File: src/rtl/controle_dispensa_pkg.sv
// Shared codes for the dispensing controller: FSM states, error codes, slot count
// and the row price helper.
package controle_dispensa_pkg;

    localparam logic [2:0] ESPERA   = 3'b000;
    localparam logic [2:0] VALIDA   = 3'b001;
    localparam logic [2:0] DISPENSA = 3'b010;
    localparam logic [2:0] CONCLUI  = 3'b011;
    localparam logic [2:0] ERRO     = 3'b100;

    localparam logic [1:0] ERR_NONE     = 2'b00;
    localparam logic [1:0] ERR_ESTOQUE  = 2'b01;
    localparam logic [1:0] ERR_CREDITO  = 2'b10;
    localparam logic [1:0] ERR_MECANICA = 2'b11;

    localparam int NUM_SLOTS = 16;

    function automatic logic [7:0] calc_preco(input logic [1:0] lin, input int base, input int step);
        return 8'(base + int'(lin) * step);
    endfunction

endpackage

File: src/rtl/controle_dispensa_temporizador.sv
// Loadable down-counter with a zero flag; shared by the motor timeout and the
// error hold interval.
module controle_dispensa_temporizador #(
    parameter int W = 7
) (
    input  logic         clk,
    input  logic         rst_n,
    input  logic         carregar,
    input  logic [W-1:0] valor,
    output logic         zero
);

    logic [W-1:0] cnt;

    always_ff @(posedge clk or negedge rst_n) begin
        if (!rst_n) begin
            cnt <= '0;
        end else if (carregar) begin
            cnt <= valor;
        end else if (cnt != '0) begin
            cnt <= cnt - W'(1);
        end
    end

    assign zero = (cnt == '0);

endmodule

File: src/rtl/controle_dispensa.sv
// Validates a keypad selection against stock and credit, runs the motor until the
// drop sensor fires, and reports change, error code and the OK release pulse.
module controle_dispensa
    import controle_dispensa_pkg::*;
#(
    parameter int PRICE_BASE    = 50,
    parameter int PRICE_STEP    = 25,
    parameter int STOCK_MAX     = 3,
    parameter int MOTOR_TIMEOUT = 100,
    parameter int ERRO_HOLD     = 8
) (
    input  logic       clk,
    input  logic       rst_n,
    input  logic       selecao_pronta,
    input  logic [1:0] linha,
    input  logic [1:0] coluna,
    input  logic [7:0] credito,
    input  logic       sensor_queda,
    input  logic       reabastecer,
    output logic       OK,
    output logic       motor,
    output logic [1:0] motor_linha,
    output logic [1:0] motor_coluna,
    output logic [7:0] troco,
    output logic       troco_valido,
    output logic [1:0] erro,
    output logic [2:0] estadoMef2
);

    localparam int TMAX = (MOTOR_TIMEOUT > ERRO_HOLD) ? MOTOR_TIMEOUT : ERRO_HOLD;
    localparam int TW   = $clog2(TMAX + 1);

    logic [2:0]    estado;
    logic          selReg;
    logic          armado;
    logic [1:0]    linLat;
    logic [1:0]    colLat;
    logic [7:0]    credLat;
    logic [3:0]    estoque [NUM_SLOTS];
    logic [3:0]    slot;
    logic [7:0]    preco;
    logic          rejeita;
    logic          timerCarga;
    logic [TW-1:0] timerValor;
    logic          timerZero;

    assign slot    = {linLat, colLat};
    assign preco   = calc_preco(linLat, PRICE_BASE, PRICE_STEP);
    assign rejeita = (estoque[slot] == 4'd0) || (credLat < preco);

    // Timer is loaded minus one so its zero flag marks the last cycle of the interval.
    always_comb begin
        timerCarga = 1'b0;
        timerValor = '0;
        if (estado == VALIDA) begin
            timerCarga = 1'b1;
            timerValor = rejeita ? TW'(ERRO_HOLD - 1) : TW'(MOTOR_TIMEOUT - 1);
        end else if (estado == DISPENSA && !sensor_queda && timerZero) begin
            timerCarga = 1'b1;
            timerValor = TW'(ERRO_HOLD - 1);
        end
    end

    controle_dispensa_temporizador #(.W(TW)) uTemporizador (
        .clk      (clk),
        .rst_n    (rst_n),
        .carregar (timerCarga),
        .valor    (timerValor),
        .zero     (timerZero)
    );

    assign OK           = (estado == CONCLUI) || (estado == ERRO && timerZero);
    assign motor        = (estado == DISPENSA);
    assign motor_linha  = motor ? linLat : 2'b00;
    assign motor_coluna = motor ? colLat : 2'b00;
    assign estadoMef2   = estado;

    always_ff @(posedge clk or negedge rst_n) begin
        if (!rst_n) begin
            estado       <= ESPERA;
            selReg       <= 1'b0;
            armado       <= 1'b1;
            linLat       <= 2'b00;
            colLat       <= 2'b00;
            credLat      <= 8'd0;
            erro         <= ERR_NONE;
            troco        <= 8'd0;
            troco_valido <= 1'b0;
            for (int i = 0; i < NUM_SLOTS; i++) estoque[i] <= 4'(STOCK_MAX);
        end else begin
            selReg       <= selecao_pronta;
            troco_valido <= 1'b0;
            // A selection still held after OK must be released once before re-arming.
            if (OK) armado <= 1'b0;
            else if (!selReg) armado <= 1'b1;

            case (estado)
                ESPERA: begin
                    if (reabastecer) begin
                        for (int i = 0; i < NUM_SLOTS; i++) estoque[i] <= 4'(STOCK_MAX);
                    end else if (selReg && armado) begin
                        linLat  <= linha;
                        colLat  <= coluna;
                        credLat <= credito;
                        erro    <= ERR_NONE;
                        troco   <= 8'd0;
                        estado  <= VALIDA;
                    end
                end
                VALIDA: begin
                    if (rejeita) begin
                        erro         <= (estoque[slot] == 4'd0) ? ERR_ESTOQUE : ERR_CREDITO;
                        troco        <= credLat;
                        troco_valido <= 1'b1;
                        estado       <= ERRO;
                    end else begin
                        estado <= DISPENSA;
                    end
                end
                DISPENSA: begin
                    if (sensor_queda) begin
                        troco        <= credLat - preco;
                        troco_valido <= 1'b1;
                        estado       <= CONCLUI;
                    end else if (timerZero) begin
                        erro         <= ERR_MECANICA;
                        troco        <= credLat;
                        troco_valido <= 1'b1;
                        estado       <= ERRO;
                    end
                end
                CONCLUI: begin
                    estoque[slot] <= estoque[slot] - 4'd1;
                    estado        <= ESPERA;
                end
                ERRO: begin
                    if (timerZero) estado <= ESPERA;
                end
                default: estado <= ESPERA;
            endcase
        end
    end

endmodule
File: config.mk
export PLATFORM = sky130hd
export DESIGN_NAME = controle_dispensa
export DESIGN_NICKNAME = d
export VERILOG_FILES = /design/src/rtl/controle_dispensa_pkg.sv /design/src/rtl/controle_dispensa_temporizador.sv /design/src/rtl/controle_dispensa.sv
export SDC_FILE = /design/constraint.sdc
export NUM_CORES = 1
export LEC_CHECK = 0
export BUFFER_PORTS_ARGS = -buffer_cell sky130_fd_sc_hd__clkbuf_2
export CAP_MARGIN = 20
export CELL_PAD_IN_SITES_DETAIL_PLACEMENT = 0
export CELL_PAD_IN_SITES_GLOBAL_PLACEMENT = 1
export CORE_UTILIZATION = 48
export CTS_CLUSTER_DIAMETER = 120
export DETAILED_ROUTE_END_ITERATION = 10
export PLACE_DENSITY = 0.92
export SYNTH_ARGS = -nofsm -noshare
export SYNTH_HDL_FRONTEND = slang
export SYNTH_SLANG_ARGS = --single-unit
File: constraint.sdc
create_clock -name clk -period 3.6 [get_ports clk]
set_clock_uncertainty 0.2 [all_clocks]
set_input_delay 0.18 -clock clk [delete_from_list [all_inputs] [get_ports clk]]
set_output_delay 0.18 -clock clk [all_outputs]
set_load 0.05 [all_outputs]
; Yosys cells after proc, flatten, opt, wreduce, memory -nomap -nowiden
; Index checks and enable logic that the tools add are counted.
[word_totals]
reg_bits = 99
inputBits = 17
output_inout_bits = 20
[op_classes]
n_addsub = 4
mul = 1
order_cmp = 3
n_eq_ne = 13
mux = 43
bitwise_logic = 2
reduce_logical = 20
[op_table]
columns = operator, count
row1 = $pmux 64 s2, 1
row2 = $bwmux 64, 1
row3 = $mux 64, 1
row4 = $mux 8, 5
row5 = $mux 7, 4
row6 = $pmux 8 s3, 1
row7 = $mux 3, 7
row8 = $bmux 4 s4, 1
row9 = $demux 4 s4, 1
row10 = $mux 2, 8
row11 = $ne 2x2->1 const B, 7
row12 = $mux 4, 3
row13 = $pmux 3 s4, 1
row14 = $add 6x7->8 const A, 1
row15 = $lt 8x8->1, 1
row16 = $sub 8x8->8, 1
row17 = $logic_not 7->1, 1
row18 = $mul 2x5->7 const B, 1
row19 = $mux 1, 7
row20 = $reduce_bool 7->1, 1
row21 = $sub 7x1->7 const B, 1
row22 = $eq 3x2->1 const B, 2
row23 = $pmux 2 s3, 1
row24 = $reduce_and 6->1, 1
row25 = 21 further kinds, 27

; Longest topological paths before layout
; Gate-level depths: netlist of run 1.
[logic_depth]
word_depth = 9
depth_mapped = 12
ltp_nobuf = 10

; Modules after synthesis
; A second synthesis of run 1 with hierarchy kept.
[hier_totals]
hier_cells = 492
hier_area_um2 = 5363.9
[modules_own_cells]
columns = mod, n_inst, cells_each, area_each_um2, seq_area_each_um2
row1 = controle_dispensa, 1, 447, 4924.7, 2343.5
row2 = controle_dispensa_temporizador, 1, 45, 439.2, 175.2

; Least setup slack after synthesis of run 1
; OpenSTA, ideal clock, no wires.
[synth_timing]
path_kind = flip-flop to flip-flop
start = reg linLat[0]
end = reg troco[0]
t_arrival_ns = 2.717
t_required_ns = 3.254
setup_slack_ns = 0.537
stages_incl_launch_ff = 11
path_buffers = 1
cell_sequence = dfrtp_1 -> buf_2 -> inv_1 -> ha_1 -> ha_1 -> o21a_1 -> a21o_1 -> a2111oi_0 -> nor2_1 -> a31o_2 -> o2bb2ai_1
[synth_via]
elab_chain_cells = 8
elab_cells_between_ends = 14
[synth_rtl]
columns = element, line
row1 = "start, declared", controle_dispensa.sv:36  ; logic [1:0] linLat;
row2 = "start signal, assigned", controle_dispensa.sv:102  ; linLat <= linha;
row3 = branches (longest 8 deep; another with $add 6x7->8), -
row4 = "end signal, assigned", controle_dispensa.sv:113  ; troco <= credLat;
row5 = "end signal, assigned", controle_dispensa.sv:122  ; troco <= credLat - preco;
row6 = "end signal, assigned", controle_dispensa.sv:127  ; troco <= credLat;
row7 = "end, declared", controle_dispensa.sv:24  ; output logic [7:0] troco,
; Several ways; the timed one is not identified. The select of a mux whose other input is x is not followed.
; A chain may end at the register's enable or synchronous reset.

; Worst setup path in the final report of run 1
[layout_timing]
start = reg colLat[1]
end = reg troco[2]
[layout_via]
elab_chain_cells = 8
[layout_rtl]
columns = element, line
row1 = "start, declared", controle_dispensa.sv:37  ; logic [1:0] colLat;
row2 = "start signal, assigned", controle_dispensa.sv:103  ; colLat <= coluna;
row3 = $not 4->5 (implied by the code), controle_dispensa.sv:49  ; assign rejeita = (estoque[slot] == 4'd0) || (credLat < preco);
row4 = $bmux 4 s4, controle_dispensa.sv:49
row5 = $mux 4 (implied by the code) (2 in series), controle_dispensa.sv:49
row6 = $logic_not 4->1, controle_dispensa.sv:49
row7 = $logic_or 1x1->1, controle_dispensa.sv:49
row8 = $ne 2x2->1 (no source line), -
row9 = $reduce_and 5->1 (no source line), -
; No other way between the ends. The select of a mux whose other input is x is not followed.

==> results of run 1 <==
[stage by stage]
stage                     utilization  hold WS, ns  power (mW)  setup slack (ns)
after floorplan                     -       -0.316        2.85             0.537
after global placement          0.529       0.0955        3.22             0.397
after detailed placement        0.529       0.0936        3.28             0.275
after CTS                       0.560        0.139        3.95             0.251
after global routing            0.564        0.107        4.22            0.0450
final                           0.564       0.0892        3.94             0.273
[placed cells by master (no fill, tap or decap), types with 3 or more instances in the layout]
cell	instances
a31oi_1	4
xor2_1	3
clkinvlp_4	3
o21ai_2	10
dfstp_2	33
o211ai_1	3
ha_1	17
clkbuf_8	9
dlygate4sd3_1	15
mux4_1	4
nand2_1	56
inv_1	13
o21ai_0	92
a21o_1	3
o2bb2ai_1	7
nor3_1	5
a211oi_1	3
buf_4	10
dfrtp_1	66
or4_1	3
and2_1	4
clkinv_2	3
nand3_1	39
nor3b_1	3
xnor2_1	4
nor2b_1	4
a21oi_1	6
clkbuf_2	35
a22oi_1	5
and3_1	4
mux4_2	13
nor2_1	19
mux2i_1	8
[logic make-up after synthesis]
family | count (synthesis)
AOI/OAI and AO/OA | 151
and+or+nand+nor | 150
muxes | 28
buffers and inverters | 39
adders and majority gates | 18
xor gates and xnor gates | 8
DFF | 99
[state kept, by name, summed over array words and instances (netlist names)]
name,flops
estoque,64
credLat,8
troco,8
uTemporizador.cnt,7
estadoMef2,3
colLat,2
erro,2
linLat,2
armado,1
selReg,1
troco_valido,1
[cell usage after synthesis (4+ instances only)]
library cell	n
o21ai_0	92
dfrtp_1	66
nand2_1	56
nand3_1	39
dfstp_2	33
nor2_1	19
clkbuf_1	17
ha_1	17
inv_1	13
mux4_2	13
o21ai_2	10
mux2i_1	8
o2bb2ai_1	7
a21oi_1	6
a22oi_1	5
nor3_1	5
a31oi_1	4
and2_1	4
and3_1	4
mux4_1	4
nor2b_1	4
xnor2_1	4
[worst max-delay path by stage]
| stage | cells after the start | slack [ns] | endpoint | start |
|---|---|---|---|---|
| finish | 10 | 0.27 | troco[2]$_DFFE_PN0P_ | colLat[1]$_DFFE_PN0P_ |
| global route | 10 | 0.04 | troco[1]$_DFFE_PN0P_ | colLat[1]$_DFFE_PN0P_ |
| CTS | 10 | 0.25 | troco[1]$_DFFE_PN0P_ | colLat[1]$_DFFE_PN0P_ |
| detailed placement | 10 | 0.27 | troco[1]$_DFFE_PN0P_ | colLat[1]$_DFFE_PN0P_ |
| global placement | 10 | 0.40 | troco[2]$_DFFE_PN0P_ | credLat[0]$_DFFE_PN0P_ |
| floorplan | 10 | 0.54 | troco[0]$_DFFE_PN0P_ | linLat[0]$_DFFE_PN0P_ |
[power breakdown]
group          internal (mW)  switching (mW)
Clock                  0.256           0.400
Sequential              1.28           0.210
Combinational          0.666            1.12
[layer usage]
| layer | wire length (µm) | vias to the layer above | part of all wire | track usage |
|---|---|---|---|---|
| met5 | 0 | - | 0 | 0 |
| met4 | 143 | 0 | 0.012 | 0.0516 |
| met3 | 558 | 12 | 0.048 | 0.0359 |
| met2 | 5550 | 128 | 0.48 | 0.364 |
| met1 | 5380 | 1951 | 0.46 | 0.316 |
| li1 | - | 1910 | - | - |
[final cells by class]
| type | count | area [µm²] | share of cell area |
|---|---|---|---|
| clock buffer | 9 | 124 | 0.0211 |
| clock inverter | 7 | 52.6 | 0.00894 |
| inverter | 15 | 57.6 | 0.00980 |
| multi-input combinational | 355 | 2490 | 0.424 |
| sequential | 99 | 2520 | 0.429 |
| tap | 136 | 170 | 0.0290 |
| timing repair buffer | 63 | 463 | 0.0788 |
[what timing repair did]
action	4_1_cts	5_1_grt
setup endpoints to repair	0	0
hold endpoints to repair	80	0
hold buffers	15	0
==> results.py, run 1 <==
metrics = {
    "critical_path": {
        "path_buf_inv": 0,
        "r2r_end": "troco[2]$_DFFE_PN0P_",
        "rr_worst_depth": 10,
        "cp.required_ns": 3.61,
        "path_cells": "mux4_2, mux2i_1, mux2_2, ha_1, nand2_1, nor2_1, nand3_1, o31ai_2, nor3b_1, o2bb2ai_1",
        "worstSetupPathType": "flip-flop to flip-flop",
        "worst_path_max_delay_cell": "dfrtp_1",
        "worstPathMaxFanout": 18,
        "max_stage_delay_ns": 0.82,
        "cp-start-kind": "flip-flop",
        "r2r_setup_slack_ns": 0.27,
        "r2r-start": "colLat[1]$_DFFE_PN0P_",
        "cp.arrival_ns": 3.34,
        "critPathTopFamily": "simple AND/OR/NAND/NOR gates",
        "end_kind": "flip-flop",
    },
    "sta": {
        "setup_tns_ns": 0,
        "fin_crit_ns": 3.33,
        "slew_violations": 0,
        "maxClockFrequency_mhz": 301,
        "finalSetupViolCount": 0,
        "rsz0062_at_grt": "no",
        "final_hold_viol_count": 0,
        "slew_headroom": 0.322,
        "worst_slew_pin_slew_ns": 1.01,
        "fin_crit_sh": 0.924,
    },
    "power": {
        "cellLeakagePower_nw": 2.53,
        "p_per_area_nw_per_um2": 670,
        "irDropWorstVdd_mv": 0.405,
    },
    "final_layout": {
        "finalNonFillerCells": 684,
        "fill_cells": 931,
        "syn_to_final_growth_pct": 13.4,
        "diodes": 0,
        "final_layout_size_suffix_gt1_frac": 0.246,
        "fin_nets": 578,
        "fin_area_um2": 5880,
    },
    "routing": {
        "viasPerCell": 5.85,
        "drc_errors": 0,
        "wirelength_mm": 11.6,
        "vias": 4001,
        "drtAntennaViolNets": 0,
        "drt-initial-drc-count": 305,
        "firstDrtPassIters": 5,
        "routedWlPerCell_um": 17.0,
    },
    "clocking": {
        "cts_tree": "built",
        "htree_levels": 3,
        "cts-buffers-inserted": 9,
        "cts_buffer_depth": 2,
        "ctsResizeCount": 0,
        "cts_sinks": 99,
        "post-cts-setup-buffers": 0,
        "clk_pin_slew_worst_paths_ns": 0.10,
        "insertion_delay_ns": 0.36,
        "cts_root_buffer": "clkbuf_8",
    },
    "global_routing": {
        "grt_pass1_vias": 3902,
        "antenna_found_initial": 0,
        "grt.overflow.total": 0,
        "grt_first_pass_wirelength_mm": 19.8,
        "track_usage": 0.224,
        "grt_max_degree": 81,
    },
    "floorplanning": {
        "dieArea_um2": 11200,
        "ios": 37,
        "die_h_um": 106,
        "die_w_um": 106,
        "start_util": 0.497,
        "core_um2": 10400,
        "row_count": 37,
    },
    "yosys": {
        "synth_compound_area_frac": 0.179,
        "synth_top_family_by_area": "compound AO/OA/AOI/OAI gates",
        "yosysTopAreaCell": "dfrtp_1",
        "synth.distinct_cells": 63,
        "syn_inst": 493,
        "async_reset_ff_frac": 1.00,
        "synth_xor_area_frac": 0.0150,
        "synth.top_cells.by_area": "dfrtp_1 (32%), dfstp_2 (17%), o21ai_0 (8.9%), mux4_2 (5.7%), ha_1 (4.1%)",
        "synth-seq-cells": 99,
        "syn-cell-area_um2": 5180,
        "ys_warn_count": 0,
        "synth_top_area_frac": 0.319,
        "synth_fa_ha_area_frac": 0.0449,
        "syn_avg_cell_area_um2": 10.5,
        "synthMuxAreaShare": 0.101,
        "syn_nets": 528,
        "synth-edff-count": 0,
        "synth-seq-area-share": 0.486,
        "yosys.area_share.simple": 0.139,
        "synth_ff_type": "dfrtp_1",
    },
    "placement": {
        "place_inst": 651,
        "dp_hpwl_mm": 8.11,
        "placed_area_um2": 5510,
        "portBuffers": 36,
        "gp_congestion": 0.812,
    },
    "run_status": {
        "status": "completed",
    },
    "hold_path": {
        "hp-class": "input port to asynchronous set/reset pin",
    },
    "run": {
        "drv_cap": 0,
    },
}
(Power assumes the default switching activity.)
==> inputs of run 2 (changes only) <==
--- a/config.mk
+++ b/config.mk
@@ -5,13 +5,14 @@
 export SDC_FILE = /design/constraint.sdc
 export NUM_CORES = 1
 export LEC_CHECK = 0
-export BUFFER_PORTS_ARGS = -buffer_cell sky130_fd_sc_hd__clkbuf_2
+export ABC_CLOCK_PERIOD_IN_PS = 3600
 export CAP_MARGIN = 20
 export CELL_PAD_IN_SITES_DETAIL_PLACEMENT = 0
 export CELL_PAD_IN_SITES_GLOBAL_PLACEMENT = 1
-export CORE_UTILIZATION = 48
+export CORE_UTILIZATION = 51
 export CTS_CLUSTER_DIAMETER = 120
 export DETAILED_ROUTE_END_ITERATION = 10
+export DONT_BUFFER_PORTS = 1
 export PLACE_DENSITY = 0.92
 export SYNTH_ARGS = -nofsm -noshare
 export SYNTH_HDL_FRONTEND = slang
==> results.py, run 2 (synthesized netlist as in run 1, its figures left out) <==
metrics = {
    "floorplanning": {
        "row_count": 36,
        "start_util": 0.528,
        "dieArea_um2": 10600,
        "die_w_um": 103,
        "die_h_um": 103,
        "ios": 37,
        "core_um2": 9820,
    },
    "clocking": {
        "cts_root_buffer": "clkbuf_8",
        "clk_pin_slew_worst_paths_ns": 0.10,
        "cts_tree": "built",
        "insertion_delay_ns": 0.38,
        "cts-buffers-inserted": 9,
        "post-cts-setup-buffers": 0,
        "htree_levels": 3,
        "cts_sinks": 99,
        "cts_buffer_depth": 2,
    },
    "sta": {
        "rsz0062_at_grt": "no",
        "setup_tns_ns": 0,
        "slew_violations": 0,
        "final_hold_viol_count": 0,
        "finalSetupViolCount": 0,
        "worst_slew_pin_slew_ns": 0.946,
        "fin_crit_ns": 3.35,
        "fin_crit_sh": 0.930,
        "slew_headroom": 0.367,
        "worst_hold_slack_ns": 0.0821,
        "maxClockFrequency_mhz": 299,
    },
    "critical_path": {
        "end_kind": "flip-flop",
        "max_stage_delay_ns": 0.65,
        "worstPathMaxFanout": 17,
        "cp-start-kind": "flip-flop",
        "path_cells": "mux4_1, mux4_2, clkinv_2, ha_1, nand2_1, o22a_2, a31o_1, a221oi_1",
        "worst_path_max_delay_cell": "mux4_2",
        "worstSetupPathType": "flip-flop to flip-flop",
        "cp.arrival_ns": 3.42,
        "cp.required_ns": 3.67,
    },
    "final_layout": {
        "syn_to_final_growth_pct": 10.5,
        "fin_nets": 547,
        "final_layout_size_suffix_gt1_frac": 0.197,
        "final_cell_mix": "o21ai_0 (92), dfrtp_1 (66), nand2_1 (56), nand3_1 (39), dfstp_2 (33)",
        "biggestRegsByFlops": "estoque: 64 flops, credLat: 8 flops, troco: 8 flops",
        "diodes": 0,
        "final_common_cell": "o21ai_0",
        "largest_reg_flops": 64,
        "regMostFlops": "estoque",
    },
    "routing": {
        "met1_length_mm": 5.30,
        "routedWlPerCell_um": 18.4,
        "drtAntennaViolNets": 0,
        "met3_length_um": 724,
        "vias": 3954,
        "routed-wl-met2_mm": 5.75,
        "top_layer": "met4",
        "wirelength_mm": 12.0,
        "firstDrtPassIters": 5,
        "drt-initial-drc-count": 280,
        "drc_errors": 0,
        "viasPerCell": 6.08,
    },
    "global_routing": {
        "grt.overflow.total": 0,
        "grt_pass1_vias": 3816,
        "grt_first_pass_wirelength_mm": 19.5,
        "antenna_found_initial": 0,
        "track_usage": 0.248,
        "grt_max_degree": 100,
    },
    "power": {
        "cellLeakagePower_nw": 2.40,
        "irDropWorstVdd_mv": 0.328,
        "p_per_area_nw_per_um2": 690,
    },
    "hold_path": {
        "hp-class": "input port to flip-flop",
    },
    "placement": {
        "portBuffers": 0,
        "dp_hpwl_mm": 7.98,
        "gp_congestion": 0.908,
    },
    "run_status": {
        "status": "completed",
    },
    "run": {
        "drv_cap": 0,
    },
}
[run 2: stage by stage]
step	util	cell area [µm²]	worst slack, ns	std cells	total power [mW]
floorplan	-	5180	0.537	493	2.85
global placement	0.544	5350	0.310	617	3.16
detailed placement	0.544	5350	0.213	617	3.22
CTS	0.582	5710	0.176	650	3.95
global route	0.583	5720	0.0604	650	4.21
finish	0.583	5720	0.251	650	3.95
[run 2: critical path: cells and delay by family (launching register included)]
kind	cells	cell delay, ns
multiplexers	2	1.26
AO/OA/AOI/OAI	3	0.82
flip-flops	1	0.58
adder cells (fa/ha/maj)	1	0.17
buffers and inverters	1	0.12
AND/OR/NAND/NOR	1	0.09
[run 2: routing by layer]
| layer | track usage | vias up |
|---|---|---|
| met5 | 0 | - |
| met4 | 0.0845 | 0 |
| met3 | 0.0685 | 18 |
| met2 | 0.396 | 122 |
| met1 | 0.327 | 1958 |
| li1 | - | 1856 |
[run 2: final timing paths]
kind	start	cells after the start	to	slack, ns
setup / recovery	colLat[0]$_DFFE_PN0P_	8	erro[0]$_DFFE_PN0P_	0.25
hold / removal	reabastecer	3	estoque[5]$_DFFE_PN1P_	0.08
setup reg to reg	colLat[0]$_DFFE_PN0P_	8	erro[0]$_DFFE_PN0P_	0.25
hold reg to reg	selReg$_DFF_PN0_	1	armado$_DFFE_PN1P_	0.22
max in group asynchronous	rst_n	2	estoque[33]$_DFFE_PN1P_	2.62
min in group asynchronous	rst_n	2	uTemporizador.cnt[1]$_DFFE_PN0P_	0.18
[run 2: power by group]
group | leakage [nW] | internal [mW] | total (mW) | switching [mW]
logic | 1.08 | 0.644 | 1.62 | 0.972
clock network | 0.0941 | 0.275 | 0.670 | 0.395
registers | 1.23 | 1.28 | 1.66 | 0.380
[run 2: timing repair]
item / CTS / global route
resized for setup: 0 / 1
hold endpoints to repair: 122 / 0
hold buffers: 17 / 0
endpoints found under the setup margin: 0 / 1
[run 2: cell type report]
type                    count  area, µm²
clock inverters             5       36.3
inverters                  15       57.6
well taps                 133        166
fillers                   873       4100
repair buffers             32        300
clock buffers              11        141
flip-flops and latches     99       2520
multi-input cells         355       2500
==> inputs of run 3 (changes only) <==
--- a/config.mk
+++ b/config.mk
@@ -7,13 +7,11 @@
 export LEC_CHECK = 0
 export ABC_CLOCK_PERIOD_IN_PS = 3600
 export CAP_MARGIN = 20
-export CELL_PAD_IN_SITES_DETAIL_PLACEMENT = 0
-export CELL_PAD_IN_SITES_GLOBAL_PLACEMENT = 1
-export CORE_UTILIZATION = 51
+export CORE_UTILIZATION = 55
 export CTS_CLUSTER_DIAMETER = 120
 export DETAILED_ROUTE_END_ITERATION = 10
 export DONT_BUFFER_PORTS = 1
-export PLACE_DENSITY = 0.92
+export PLACE_DENSITY = 0.82
 export SYNTH_ARGS = -nofsm -noshare
 export SYNTH_HDL_FRONTEND = slang
 export SYNTH_SLANG_ARGS = --single-unit
==> results.py, run 3 (synthesized netlist as in run 1, its figures left out) <==
metrics = {
    "final_layout": {
        "final_layout_size_suffix_gt1_frac": 0.206,
        "seq_area_um2": 2520,
        "syn_to_final_growth_pct": 10.8,
        "fin_nets": 549,
        "largest_reg_flops": 64,
        "multi_input_area_um2": 2490,
        "diodes": 0,
        "final_common_cell": "o21ai_0",
        "biggestRegsByFlops": "estoque: 64 flops, credLat: 8 flops, troco: 8 flops",
        "fill_cells": 731,
        "final_cell_mix": "o21ai_0 (92), dfrtp_1 (66), nand2_1 (56), nand3_1 (39), dfstp_2 (33)",
        "regMostFlops": "estoque",
    },
    "power": {
        "power_mw": 4.02,
        "cellLeakagePower_nw": 2.43,
        "irDropWorstVdd_mv": 0.326,
        "p_per_area_nw_per_um2": 700,
    },
    "critical_path": {
        "cp-start-kind": "flip-flop",
        "worstPathMaxFanout": 17,
        "worstSetupPathType": "flip-flop to flip-flop",
        "cp-startpoint": "colLat[0]$_DFFE_PN0P_",
        "r2r_setup_slack_ns": 0.23,
        "crit_end": "erro[0]$_DFFE_PN0P_",
        "cp.required_ns": 3.67,
        "rr_worst_depth": 8,
        "r2r-start": "colLat[0]$_DFFE_PN0P_",
        "end_kind": "flip-flop",
        "cp.arrival_ns": 3.44,
        "r2r_end": "erro[0]$_DFFE_PN0P_",
    },
    "placement": {
        "dp_hpwl_mm": 8.18,
        "portBuffers": 0,
        "dp_slack_ns": 0.222,
        "gp_congestion": 0.862,
    },
    "routing": {
        "routedWlPerCell_um": 18.6,
        "viasPerCell": 6.32,
        "drc_errors": 0,
        "wirelength_mm": 11.7,
        "firstDrtPassIters": 4,
        "drt-initial-drc-count": 261,
        "drtAntennaViolNets": 0,
        "vias": 3980,
    },
    "clocking": {
        "cts_tree": "built",
        "clk_pin_slew_worst_paths_ns": 0.10,
        "htree_levels": 3,
        "cts_buffer_depth": 2,
        "cts_sinks": 99,
        "insertion_delay_ns": 0.37,
        "cts-buffers-inserted": 9,
        "cts_root_buffer": "clkbuf_8",
    },
    "sta": {
        "worst_slew_pin_slew_ns": 0.854,
        "maxClockFrequency_mhz": 297,
        "slew_headroom": 0.431,
        "finalSetupViolCount": 0,
        "slew_violations": 0,
        "rsz0062_at_grt": "no",
        "fin_crit_ns": 3.37,
        "fin_crit_sh": 0.936,
        "setup_tns_ns": 0,
        "final_hold_viol_count": 0,
        "layout_setup_ws_ns": 0.231,
    },
    "floorplanning": {
        "core_um2": 9200,
        "start_util": 0.563,
        "die_h_um": 99.0,
        "die_w_um": 99.0,
        "ios": 37,
        "dieArea_um2": 9810,
        "row_count": 35,
    },
    "run_status": {
        "status": "completed",
    },
    "global_routing": {
        "grt.overflow.total": 0,
        "grt_first_pass_wirelength_mm": 19.6,
        "grt_max_degree": 100,
        "antenna_found_initial": 0,
        "track_usage": 0.255,
        "grt_pass1_vias": 3911,
    },
    "run": {
        "drv_cap": 0,
    },
    "hold_path": {
        "hp-start": "reabastecer",
        "hp-class": "input port to flip-flop",
    },
}
run 3: cell type report:
type | count | area share
Clock inverter | 6 | 0.0129
Multi-Input combinational cell | 355 | 0.435
Timing Repair Buffer | 34 | 0.0558
Inverter | 15 | 0.0100
Tap cell | 111 | 0.0242
Sequential cell | 99 | 0.439
Clock buffer | 10 | 0.0240
run 3: stage by stage:
stage	instances	utilization	instance area, µm²	hold WS, ns
floorplan	493	-	5180	-0.316
global placement	597	0.580	5330	-0.314
detailed placement	597	0.580	5330	-0.314
CTS	629	0.622	5720	0.0338
global route	630	0.624	5740	0.0469
finish	630	0.624	5740	0.0377
run 3: report_power, final:
group	internal (mW)	switching [mW]
combinational	0.653	0.991
sequential	1.28	0.348
clock	0.347	0.396
run 3: worst max-delay path, stage by stage, from the launching register on:
cell      delay (ns)
dfrtp_1         0.62
mux4_1          0.60
mux4_2          0.64
clkinv_2        0.12
ha_1            0.18
nand2_1         0.10
o22a_2          0.31
a31o_1          0.25
a221oi_1        0.25
run 3: worst min path at each step:
stage | end | slack (ns) | depth (start not counted)
6_report | estadoMef2[0]$_DFFE_PN0P_ | 0.04 | 4
5_1_grt | estadoMef2[0]$_DFFE_PN0P_ | 0.05 | 4
4_1_cts | estadoMef2[0]$_DFFE_PN0P_ | 0.03 | 4
3_5_place_dp | uTemporizador.cnt[4]$_DFFE_PN0P_ | -0.31 | 0
3_3_place_gp | uTemporizador.cnt[4]$_DFFE_PN0P_ | -0.31 | 0
2_1_floorplan | colLat[0]$_DFFE_PN0P_ | -0.32 | 0
run 3: repair_timing:
action                                  CTS  global route
hold buffers                             16             0
endpoints found under the setup margin    0             8
hold endpoints to repair                121             0
resized for setup                         0             1
buffers inserted                          0             0
run 3: routing by layer:
layer / GRT usage / routed length, µm
met5: 0 / 0
met4: 0.0850 / 269
met3: 0.0475 / 691
met2: 0.419 / 5640
met1: 0.343 / 5140
